--- src/rtl/a2d_seq.sv ---
// Round-robin A2D conversion sequencer: left -> right -> batt, two SPI transactions per channel.
// Define A2D_AVG_EN to average each new sample into its result register instead of overwriting it.
module a2d_seq #(
    parameter logic [2:0] LLD_CH  = 3'd0,
    parameter logic [2:0] RLD_CH  = 3'd4,
    parameter logic [2:0] BATT_CH = 3'd5,
    parameter int         TO_CYC  = 1024
) (
    input  logic        clk,
    input  logic        rst,
    input  logic        nxt,
    output logic        spi_wrt,
    output logic [15:0] spi_cmd,
    input  logic        spi_done,
    input  logic [15:0] spi_rd,
    output logic [11:0] lft_ld,
    output logic [11:0] rght_ld,
    output logic [11:0] batt,
    output logic        cnv_cmplt,
    output logic        busy,
    output logic        err
);

    typedef enum logic [2:0] {IDLE, CMD, WAIT1, GAP, RD, WAIT2, STORE} state_t;
    typedef enum logic [1:0] {P_LFT, P_RGHT, P_BATT} ptr_t;

    localparam logic [15:0] TO_LAST = 16'(TO_CYC - 1);

    state_t      state, nxt_state;
    ptr_t        ptr, ptr_nxt;
    logic        pend;
    logic [15:0] to_cnt;
    logic [2:0]  ch;
    logic        timeout, capture;
    logic        rd_unused;

    assign rd_unused = ^spi_rd[15:12];

    always_ff @(posedge clk) begin
        if (rst) state <= IDLE;
        else     state <= nxt_state;
    end

    always_comb begin
        nxt_state = state;
        spi_wrt   = 1'b0;
        timeout   = 1'b0;
        capture   = 1'b0;
        case (state)
            IDLE:  if (nxt || pend) nxt_state = CMD;
            CMD:   begin spi_wrt = 1'b1; nxt_state = WAIT1; end
            WAIT1: begin
                // done wins over a timeout landing in the same cycle
                if (spi_done) nxt_state = GAP;
                else if (to_cnt == TO_LAST) begin timeout = 1'b1; nxt_state = IDLE; end
            end
            GAP:   nxt_state = RD;
            RD:    begin spi_wrt = 1'b1; nxt_state = WAIT2; end
            WAIT2: begin
                if (spi_done) begin capture = 1'b1; nxt_state = STORE; end
                else if (to_cnt == TO_LAST) begin timeout = 1'b1; nxt_state = IDLE; end
            end
            STORE: nxt_state = IDLE;
            default: nxt_state = IDLE;
        endcase
    end

    assign busy      = (state != IDLE);
    assign cnv_cmplt = (state == STORE);

    always_comb begin
        case (ptr)
            P_LFT:   begin ch = LLD_CH;  ptr_nxt = P_RGHT; end
            P_RGHT:  begin ch = RLD_CH;  ptr_nxt = P_BATT; end
            default: begin ch = BATT_CH; ptr_nxt = P_LFT;  end
        endcase
    end

`ifdef A2D_AVG_EN
    logic [2:0] vld;

    function automatic logic [11:0] avg(input logic [11:0] a, input logic [11:0] b);
        logic [12:0] s;
        s = {1'b0, a} + {1'b0, b} + 13'd1;
        return s[12:1];
    endfunction
`endif

    always_ff @(posedge clk) begin
        if (rst) begin
            ptr     <= P_LFT;
            pend    <= 1'b0;
            to_cnt  <= 16'd0;
            spi_cmd <= 16'd0;
            err     <= 1'b0;
            lft_ld  <= 12'd0;
            rght_ld <= 12'd0;
            batt    <= 12'd0;
`ifdef A2D_AVG_EN
            vld     <= 3'b000;
`endif
        end else begin
            if (state == IDLE) pend <= 1'b0;
            else if (nxt)      pend <= 1'b1;

            if (state == CMD || state == RD)        to_cnt <= 16'd0;
            else if (state == WAIT1 || state == WAIT2) to_cnt <= to_cnt + 16'd1;

            if (state == IDLE && nxt_state == CMD) spi_cmd <= {2'b00, ch, 11'h000};

            if (timeout) err <= 1'b1;
            if (timeout || state == STORE) ptr <= ptr_nxt;

            // result written as STORE is entered so it is visible alongside cnv_cmplt
            if (capture) begin
`ifdef A2D_AVG_EN
                case (ptr)
                    P_LFT:   begin lft_ld  <= vld[0] ? avg(lft_ld,  spi_rd[11:0]) : spi_rd[11:0]; vld[0] <= 1'b1; end
                    P_RGHT:  begin rght_ld <= vld[1] ? avg(rght_ld, spi_rd[11:0]) : spi_rd[11:0]; vld[1] <= 1'b1; end
                    default: begin batt    <= vld[2] ? avg(batt,    spi_rd[11:0]) : spi_rd[11:0]; vld[2] <= 1'b1; end
                endcase
`else
                case (ptr)
                    P_LFT:   lft_ld  <= spi_rd[11:0];
                    P_RGHT:  rght_ld <= spi_rd[11:0];
                    default: batt    <= spi_rd[11:0];
                endcase
`endif
            end
        end
    end

endmodule

--- config.mk ---
export PLATFORM = sky130hd
export DESIGN_NAME = a2d_seq
export DESIGN_NICKNAME = d
export VERILOG_FILES = /design/src/rtl/a2d_seq.sv
export SDC_FILE = /design/constraint.sdc
export NUM_CORES = 1
export LEC_CHECK = 0
export BUFFER_PORTS_ARGS = -buffer_cell sky130_fd_sc_hd__buf_2
export CORE_ASPECT_RATIO = 0.75
export CORE_UTILIZATION = 25
export DETAILED_ROUTE_END_ITERATION = 7
export SETUP_SLACK_MARGIN = 0.05
export SYNTH_ARGS = -nofsm -noshare
export SYNTH_HDL_FRONTEND = slang
export SYNTH_SLANG_ARGS = --single-unit
export TNS_END_PERCENT = 30
--- constraint.sdc ---
create_clock -name clk -period 2.3 [get_ports clk]
set_clock_uncertainty 0.05 [all_clocks]
set_input_delay 0.23 -clock clk [delete_from_list [all_inputs] [get_ports clk]]
set_output_delay 0.23 -clock clk [all_outputs]
set_load 0.02 [all_outputs]
==> results.cfg <==
[status]
status = finished, final reports clean

[yosys]
synth_compound_area_share_pct = 8.93
synth-simple-area-share_pct = 19.9
synthArstFlopShare_pct = 0
syn-cell-area_um2 = 2650
synth-seq-cells = 61
synth-seq-area-share_pct = 46.1
synth_flop_cell = dfxtp_1
synth_xor_area_share_pct = 2.65
synth_top_family_by_area = simple AND/OR/NAND/NOR gates
synth-edff-count = 0
ys_warn_count = 0
syn-instance-count = 284
synth.area.mux_share_pct = 14.0
synthAdderAreaFrac_pct = 0.473
yosysUniqueCellTypes = 40
synth.avg_cell_area_um2 = 9.32

[setup_path]
cpMaxStageDelayCell = or4_1
cp-end-kind = flip-flop
crit_path_start_kind = flip-flop
critPathMaxFanout = 11
reg2regPathDepth = 4
critPathMaxStageDelay_ns = 0.53
crit_type = flip-flop to flip-flop
cp.required_ns = 2.49
cp.arrival_ns = 2.21
path_cells = or3b_4, a21o_1, or4_1, a21oi_1

[global_route]
grt_max_degree = 49
track_usage_pct = 11.9
antenna_found_initial = 0
overflow = 0
use_met2_pct = 17.3
grt_pass1_vias = 1997
met1_usage_pct = 15.8
gr-usage-met3_pct = 4.27
grt-busiest-layer = met2
grt_pass1_wl_mm = 10.1

[pwr]
switchingPower_uw = 585
p_seq_share_pct = 43.3
swShare_pct = 23.1
power_leakage_uw = 0.00154
irDropWorstVdd_uv = 395
combPwrFrac_pct = 7.4
power.density_nw_per_um2 = 769
internal_power_uw = 1940
clkPwrFrac_pct = 49.2

[final_layout]
antenna_cells = 0
finalNonFillerCells = 481
n_fill_cell = 1057
syn_to_final_growth_pct = 24.2
multi_input_area_um2 = 1270
final_net_count = 362
fin_area_um2 = 3290
drive_gt1_share_pct = 22.9
regArea_um2 = 1220

[route]
route.detailed.wl_per_inst_um = 12.7
drt_wl_total_mm = 6.10
drc = 0
num_vias = 2181
firstDrtPassIters = 4
ant_nets = 0
drt_iter0_markers = 92
vias_per_cell = 4.53

[flow_run]
cap_violations = 0

[sta]
rsz0062_at_grt = false
final-hold-violation-count = 0
worst_pin_slew_ns = 0.579
min_period_ns = 2.02
setup_viol = 0
slew_headroom_pct = 61.3
finalMaxSlewViolations = 0
setup_ws_ns = 0.281
holdWs_ns = 0.129
fin_tns_setup_ns = 0
fmax_ghz = 0.495
finalCritPeriodShare_pct = 87.8

[cts]
clockRootBuffer = clkbuf_16
cts_setup_buffers = 0
clk_latency_ns = 0.32
cts_max_path_buffers = 2
cts_made_buffers = 9
post_cts_resized = 0
clock_sink_count = 61
hold_buffers = 0
cts_tree = yes
clkTransAtPathRegs_ns = 0.05
htree_levels = 3

[place]
post-dp-hpwl_mm = 4.17
dp_cells = 466
pre_cts_slack_ns = 0.303
port_buffers = 57
place_area_um2 = 3010
gp_routability_congestion = 0.723

[hold_path]
hold_path_class = primary input to flip-flop
min_path_cells = 3

[floorplanning]
fp.coreArea_um2 = 10300
die_h_um = 91.1
die-area_um2 = 11000
die_width_um = 121
start_util_pct = 25.7
pin_count = 76
row_count = 32
state kept, by name (all words and copies together) (netlist names):
signal   cells
spi_cmd      2
to_cnt      16
rght_ld     12
lft_ld      12
state        3
batt        12
ptr          2
err          1
pend         1
layout by cell type (no fill, tap or decap), drive strengths merged, types with 3 or more instances in the layout:
master	n
clkbuf	14
a211oi	4
nor3b	3
nand3	7
conb	14
nor3	6
nand4	3
inv	6
mux2i	37
xor2	5
o31ai	4
dfxtp	61
o211ai	6
a21oi	10
nand2	14
buf	62
nor2	51
or4	8
and4	3
xnor2	3
layout make-up:
class	count	area share, %
repair buffers	62	9.81
multi-input cells	201	38.7
inverters	6	0.685
well taps	136	5.17
clock inverters	1	0.152
clock buffers	14	8.33
flip-flops and latches	61	37.1
through the flow:
stage	util [%]	power, uW
finish	32.0	2530
global route	32.0	2660
CTS	32.0	2580
detailed placement	29.3	1310
global placement	29.3	1300
floorplan	-	1270
kinds of logic after synthesis:
family | Yosys count
fa+ha+maj | 1
compound gates | 34
buf+inv | 35
simple gates | 107
xor+xnor | 8
other cells | 1
mux | 37
flops | 61
power by group through the flow:
stage	clock, uW	combinational (uW)	sequential [uW]
3_5_place_dp	0	189	1120
6_report	1250	188	1100
3_3_place_gp	0	188	1110
5_1_grt	1350	213	1100
2_1_floorplan	0	163	1110
4_1_cts	1290	190	1090
final timing paths:
path / to / slack, ns / from
setup / recovery: to_cnt[13]$_SDFFE_PP0P_ / 0.28 / state[1]$_SDFF_PP0_
setup reg to reg: to_cnt[13]$_SDFFE_PP0P_ / 0.28 / state[1]$_SDFF_PP0_
hold / removal: lft_ld[11]$_SDFFE_PP0P_ / 0.13 / spi_rd[11]
hold reg to reg: to_cnt[1]$_SDFFE_PP0P_ / 0.42 / to_cnt[1]$_SDFFE_PP0P_
critical path, delay by kind of cell (launching register included):
kind               cells  cell delay, ns
DFF                    1            0.46
AOI/OAI and AO/OA      2            0.46
and+or+nand+nor        2            0.97
per-layer routing:
| metal | part of all wire, % | vias up |
|---|---|---|
| met5 | 0 | - |
| met4 | 1.6 | 0 |
| met3 | 5.1 | 7 |
| met2 | 43 | 61 |
| met1 | 50 | 1034 |
| li1 | - | 1079 |
cell usage after synthesis, types with 5 or more instances:
master | count | area share, %
clkbuf_1 | 7 | 0.99
dfxtp_1 | 61 | 46
buf_4 | 15 | 4.3
nand2_1 | 14 | 2.0
mux2i_1 | 37 | 14
inv_1 | 6 | 0.85
a21oi_1 | 10 | 1.9
o211ai_1 | 6 | 1.7
or4_1 | 8 | 2.3
nor2_1 | 51 | 7.2
nand3_1 | 7 | 1.3
nor3_1 | 6 | 1.1
xor2_1 | 5 | 1.7
Power figures use the tool's default switching activity.
